## config.mk

```make
export PLATFORM = sky130hd
export DESIGN_NAME = legal_instr_gen
export DESIGN_NICKNAME = d
export VERILOG_FILES = /design/src/rtl/legal_instr_gen.sv
export SDC_FILE = /design/constraint.sdc
export NUM_CORES = 1
export LEC_CHECK = 0
export CAP_MARGIN = 20
export CORE_MARGIN = 5
export CORE_UTILIZATION = 54
export DETAILED_ROUTE_END_ITERATION = 8
export PLACE_DENSITY = 0.81
export REMOVE_ABC_BUFFERS = 1
export SYNTH_ARGS = -nofsm -noshare
export SYNTH_HDL_FRONTEND = slang
export SYNTH_SLANG_ARGS = --single-unit
```

## constraint.sdc

```tcl
create_clock -name clk -period 3.35 [get_ports clk]
set_clock_uncertainty 0.1 [all_clocks]
set_input_delay 0.67 -clock clk [delete_from_list [all_inputs] [get_ports clk]]
set_output_delay 0.67 -clock clk [all_outputs]
set_load 0.01 [all_outputs]
```

## src/rtl/legal_instr_gen.sv

```systemverilog
// Stream source of legal MIPS-I instruction words driven by a 32-bit LFSR.
// Define LEGAL_INSTR_GEN_ILLEGAL_EN to inject an illegal opcode every 16th word.
module legal_instr_gen #(
    parameter logic [31:0] SEED    = 32'hACE1_2024,
    parameter int          COUNT_W = 16
) (
    input  logic               clk,
    input  logic               reset,
    input  logic               start,
    input  logic [COUNT_W-1:0] count,
    input  logic               ready,
    output logic               valid,
    output logic [31:0]        instruction,
    output logic [COUNT_W-1:0] index,
    output logic               busy,
`ifdef LEGAL_INSTR_GEN_ILLEGAL_EN
    output logic               illegal,
`endif
    output logic               done
);

    localparam logic [1:0] IDLE = 2'd0;
    localparam logic [1:0] RUN  = 2'd1;
    localparam logic [1:0] DONE = 2'd2;

    localparam logic [31:0] SEED_EFF = (SEED == 32'h0) ? 32'h1 : SEED;

    logic [1:0]         state;
    logic [31:0]        lfsr;
    logic [31:0]        lfsr_nxt;
    logic [COUNT_W-1:0] idx;
    logic [COUNT_W-1:0] cnt;

    assign lfsr_nxt = {1'b0, lfsr[31:1]} ^ (lfsr[0] ? 32'h8020_0003 : 32'h0);

    always_ff @(posedge clk or posedge reset) begin
        if (reset) begin
            state <= IDLE;
            lfsr  <= SEED_EFF;
            idx   <= '0;
            cnt   <= '0;
        end else begin
            case (state)
                IDLE: if (start) begin
                    cnt <= count;
                    if (count != '0) begin
                        state <= RUN;
                        lfsr  <= SEED_EFF;
                        idx   <= '0;
                    end else begin
                        state <= DONE;
                    end
                end
                RUN: if (ready) begin
                    if (idx == cnt - COUNT_W'(1)) begin
                        state <= DONE;
                    end else begin
                        idx  <= idx + COUNT_W'(1);
                        lfsr <= lfsr_nxt;
                    end
                end
                DONE:    state <= IDLE;
                default: state <= IDLE;
            endcase
        end
    end

    assign valid = (state == RUN);
    assign busy  = (state == RUN);
    assign done  = (state == DONE);
    assign index = idx;

    logic [2:0] cls;
    logic [2:0] s;
    logic [5:0] op;
    logic [4:0] rs;
    logic [4:0] rt;
    logic [4:0] rd;
    logic [4:0] sa;
    logic [5:0] fn;
    logic [31:0] word;

    assign cls = lfsr[2:0];
    assign s   = lfsr[7:5];

    // Defaults keep imm/target equal to the raw lfsr bits for I/J formats.
    always_comb begin
        op = 6'h00;
        rs = lfsr[25:21];
        rt = lfsr[20:16];
        rd = lfsr[15:11];
        sa = lfsr[10:6];
        fn = lfsr[5:0];
        case (cls)
            3'd0: begin
                sa = '0;
                case (s)
                    3'd0:    fn = 6'h21;
                    3'd1:    fn = 6'h24;
                    3'd2:    fn = 6'h25;
                    3'd3:    fn = 6'h26;
                    3'd4:    fn = 6'h27;
                    3'd5:    fn = 6'h2a;
                    3'd6:    fn = 6'h2b;
                    default: fn = 6'h23;
                endcase
            end
            3'd1: begin
                rs = '0;
                case (s[1:0])
                    2'd2:    fn = 6'h02;
                    2'd3:    fn = 6'h03;
                    default: fn = 6'h00;
                endcase
            end
            3'd2: begin
                case (s)
                    3'd1:    op = 6'h0a;
                    3'd2:    op = 6'h0b;
                    3'd3:    op = 6'h0c;
                    3'd4:    op = 6'h0d;
                    3'd5:    op = 6'h0e;
                    3'd6: begin
                        op = 6'h0f;
                        rs = '0;
                    end
                    default: op = 6'h09;
                endcase
            end
            3'd3: begin
                case (s)
                    3'd0:    op = 6'h20;
                    3'd1:    op = 6'h21;
                    3'd2:    op = 6'h22;
                    3'd4:    op = 6'h24;
                    3'd5:    op = 6'h25;
                    3'd6:    op = 6'h26;
                    default: op = 6'h23;
                endcase
            end
            3'd4: begin
                case (s[1:0])
                    2'd0:    op = 6'h28;
                    2'd1:    op = 6'h29;
                    default: op = 6'h2b;
                endcase
            end
            3'd5: begin
                if (!s[2]) begin
                    op = {4'b0001, s[1:0]};
                    if (s[1]) rt = '0;
                end else begin
                    op = 6'h01;
                    rt = {s[1], 3'b000, s[0]};
                end
            end
            3'd6: begin
                rd = '0;
                sa = '0;
                fn = {4'b0110, s[1:0]};
            end
            default: begin
                case (s)
                    3'd0: op = 6'h02;
                    3'd1: op = 6'h03;
                    3'd2: begin
                        rt = '0; rd = '0; sa = '0; fn = 6'h08;
                    end
                    3'd3: begin
                        rt = '0; sa = '0; fn = 6'h09;
                    end
                    3'd4: begin
                        rs = '0; rt = '0; sa = '0; fn = 6'h10;
                    end
                    3'd5: begin
                        rs = '0; rt = '0; sa = '0; fn = 6'h12;
                    end
                    3'd6: begin
                        rt = '0; rd = '0; sa = '0; fn = 6'h11;
                    end
                    default: begin
                        rt = '0; rd = '0; sa = '0; fn = 6'h13;
                    end
                endcase
            end
        endcase
    end

    assign word = {op, rs, rt, rd, sa, fn};

`ifdef LEGAL_INSTR_GEN_ILLEGAL_EN
    assign illegal     = (idx[3:0] == 4'hF);
    assign instruction = illegal ? {6'b111111, lfsr[25:0]} : word;
`else
    assign instruction = word;
`endif

endmodule

```

==> flow_metrics.env <==
export IMPL_status="finished clean"
export IMPL_numCtsBuffers=9
export IMPL_insertion_delay_ns=0.36
export IMPL_grt_max_degree=39
export IMPL_dr_pass1_iters=5
export IMPL_grt_util_met3_pct=4.839
export IMPL_power_density_nw_per_um2=1026
export IMPL_grt_overflow_total=0
export IMPL_crit_chain="inv_2 > ha_4 > or2_4 > nor2_2 > a211oi_1 > or3_4 > buf_4 > a32o_1 > clkdlybuf4s15_1"
export IMPL_avgRoutedWirePerCell_um=18.81
export IMPL_post_synth_top_area_cell="dfrtp_1"
export IMPL_synth_top_family_by_area="simple AND/OR/NAND/NOR gates"
export IMPL_hold_viol_final=0
export IMPL_synth_xor_area_share_pct=4.861
export IMPL_synth_flop_cell="dfrtp_1"
export IMPL_cts_hold_buf=0
export IMPL_setup_violations=0
export IMPL_avgSynthCellArea_um2=9.546
export IMPL_cp_required_ns=2.58
export IMPL_htreeDepth=3
export IMPL_grt_pass1_vias=4034
export IMPL_path_buf_inv=3
export IMPL_drc_errors=0
export IMPL_final_util_pct=72.21
export IMPL_netlist_instances=453
export IMPL_nNetsFinal=581
export IMPL_io_pins=71
export IMPL_synthTopCellsByArea="dfrtp_1, dfstp_2, ha_1"
export IMPL_drive_gt1_share_pct=21.31
export IMPL_yosys_warnings=0
export IMPL_synth_area_um2=4324
export IMPL_critPathTopFamily="simple AND/OR/NAND/NOR gates"
export IMPL_routabilityCongestion=0.8808
export IMPL_tns_ns=0
export IMPL_syn_to_final_growth_pct=29.72
export IMPL_grt_usage_pct=24.69
export IMPL_drv_cap=0
export IMPL_synthAdderAreaFrac_pct=4.919
export IMPL_ant_nets=0
export IMPL_synth_edf_count=0
export IMPL_dp_cells=627
export IMPL_fmax_mhz=302.4
export IMPL_cp_start_kind="flop"
export IMPL_io_buffers=69
export IMPL_antenna_found_initial=0
export IMPL_yosysSeqAreaShare_pct=38.51
export IMPL_antenna_diode_count=0
export IMPL_nFillCells=572
export IMPL_dieArea_um2=9897
export IMPL_synth_compound_area_share_pct=18.63
export IMPL_vdd_ir_drop_max_mv=0.7183
export IMPL_stdcell_count=651
export IMPL_yosysUniqueCellTypes=66
export IMPL_cts_sinks=66
export IMPL_worstPathArrival_ns=2.54
export IMPL_initial_core_util_pct=55.67
export IMPL_yosys_area_share_simple_pct=20.95
export IMPL_cts_root_buf="clkbuf_8"
export IMPL_yosys_top_cells_count="dfrtp_1, nand2_1, nor2_1, o21ai_0, a22o_1"
export IMPL_relSlewSlack_pct=58.02
export IMPL_cp_slowest_cell="dfstp_2"
export IMPL_slowest_delay_ns=0.54
export IMPL_grt_pass1_wl_mm=19.65
export IMPL_vias=4011
export IMPL_path_class="reg2out"
export IMPL_synthMostInstantiatedCell="dfrtp_1"
export IMPL_rsz0062_at_grt="true"
export IMPL_drv_slew=0
export IMPL_wl_mm=12.24
export IMPL_p_leak_nw=2.422
export IMPL_grt_busiest_layer="met2"
export IMPL_grt_use_met2_pct=39.46
export IMPL_worst_setup_path_end_kind="output pin"
export IMPL_clk_path_buf_depth=2
export IMPL_drtIter0Drc=237
export IMPL_worstMarginPinSlew_ns=0.6288
export IMPL_tritoncts="done"
export IMPL_dpl_hpwl_mm=8.877
export IMPL_crit_fanout=7
export IMPL_coreArea_um2=7767
export IMPL_die_h_um=99.49
export IMPL_synth_top_cell_area_share_pct=31.83
export IMPL_clkSlewWorstSetupHoldPaths_ns=0.07
export IMPL_layout_min_cycle_time_ns=3.307
export IMPL_use_met1_pct=33.13
export IMPL_ys_ff_latch=66
export IMPL_synthMuxAreaShare_pct=6.887
export IMPL_async_reset_ff_share_pct=100.0
export IMPL_vias_per_cell=6.161
export IMPL_min_period_over_period_pct=98.71
export IMPL_die_x_um=99.49
export IMPL_row_count=32
export IMPL_hp_class="reg2reg"
sequential cells by signal, summed over array words and instances, names as in the netlist:
register / cells
lfsr: 32
state: 2
index: 16
cnt: 16
power breakdown:
part	switching (mW)	leakage (nW)	internal, mW
clock	0.331	0.114	0.425
combinational	1.70	1.50	1.75
sequential	0.395	0.810	1.16
worst reg2reg max path, cell delays in order (launching register included):
cell     delay (ns)
dfrtp_1        0.44
inv_1          0.10
ha_1           0.24
nor3b_4        0.36
nand4_1        0.18
nor3_1         0.21
a31oi_1        0.07
or4_4          0.59
nor3_4         0.26
a21oi_1        0.10
buf_4          0.18
mux2_4         0.30
cell families after synthesis:
logic type	Yosys count
AO/OA/AOI/OAI	112
buffers and inverters	43
adder cells (fa/ha/maj)	17
multiplexers	26
flip-flops	66
XOR/XNOR	24
AND/OR/NAND/NOR	164
other	1
area by class of cell:
cell class	count	area, um^2	share of cell area, %
multi-input cells	344	2532	45.15
flip-flops and latches	66	1668	29.73
repair buffers	110	1008	17.98
well taps	102	127.6	2.275
clock buffers	9	123.9	2.208
clock inverters	7	100.1	1.785
inverters	13	48.80	0.8700
cell usage in the layout, fill, tap and decap left out, types with 4 or more instances in the layout:
cell type / synthesis / routed
nand2b_1: 4 / 4
a31oi_1: 5 / 5
inv_1: 12 / 9
mux2_2: 14 / 14
dlygate4sd2_1: 0 / 12
o22ai_1: 4 / 4
dfrtp_1: 55 / 53
nor4_1: 10 / 8
clkbuf_8: 0 / 9
xor2_1: 7 / 7
nor3b_1: 5 / 4
nor3_1: 12 / 11
a22o_1: 21 / 21
dlymetal6s2s_1: 0 / 5
nor2_1: 31 / 28
mux2_4: 4 / 4
o211ai_1: 4 / 4
xnor2_1: 17 / 17
buf_4: 4 / 40
or3_1: 7 / 6
and2_1: 19 / 18
a21oi_1: 14 / 13
o21ai_0: 26 / 23
nand2_1: 38 / 38
nor2b_1: 11 / 10
ha_1: 17 / 15
dfstp_2: 11 / 11
nand4_1: 7 / 7
mux2i_1: 8 / 8
clkdlybuf4s50_1: 0 / 50
final timing paths:
path / start / to / slack, ns / cells past startpoint
worst max-delay path: lfsr[5] / instruction[20] / 0.04 / 9
worst min-delay path: lfsr[28] / lfsr[28] / 0.41 / 1
worst max register to register: cnt[1] / lfsr[23] / 0.16 / 11
worst min register to register: lfsr[28] / lfsr[28] / 0.41 / 1
max in group asynchronous: reset / lfsr[13] / 1.86 / 3
min in group asynchronous: reset / lfsr[12] / 0.61 / 2
routing by layer:
layer | share of wire (%) | wire length, um
met2 | 47 | 5806
met1 | 44 | 5329
met3 | 7.0 | 851
met5 | 0 | 0
met4 | 2.1 | 256
metrics by stage:
stage	power [mW]	cell area (um^2)	worst slack (ns)	hold slack, ns
after floorplan	3.334	4150	-0.7569	0.3621
after global placement	4.742	5234	-0.02080	0.3779
after detailed placement	4.803	5234	0.002917	0.3890
after CTS	5.608	5512	-0.04790	0.4074
after global routing	6.101	5609	-0.003522	0.4122
final	5.756	5609	0.04336	0.4074
what timing repair did:
item / 4_1_cts / 5_1_grt
endpoints found under the setup margin: 21 / 40
setup buffers: 4 / 4
gates resized for setup: 29 / 22
pin swaps: 2 / 1
(Power assumes the default switching activity.)
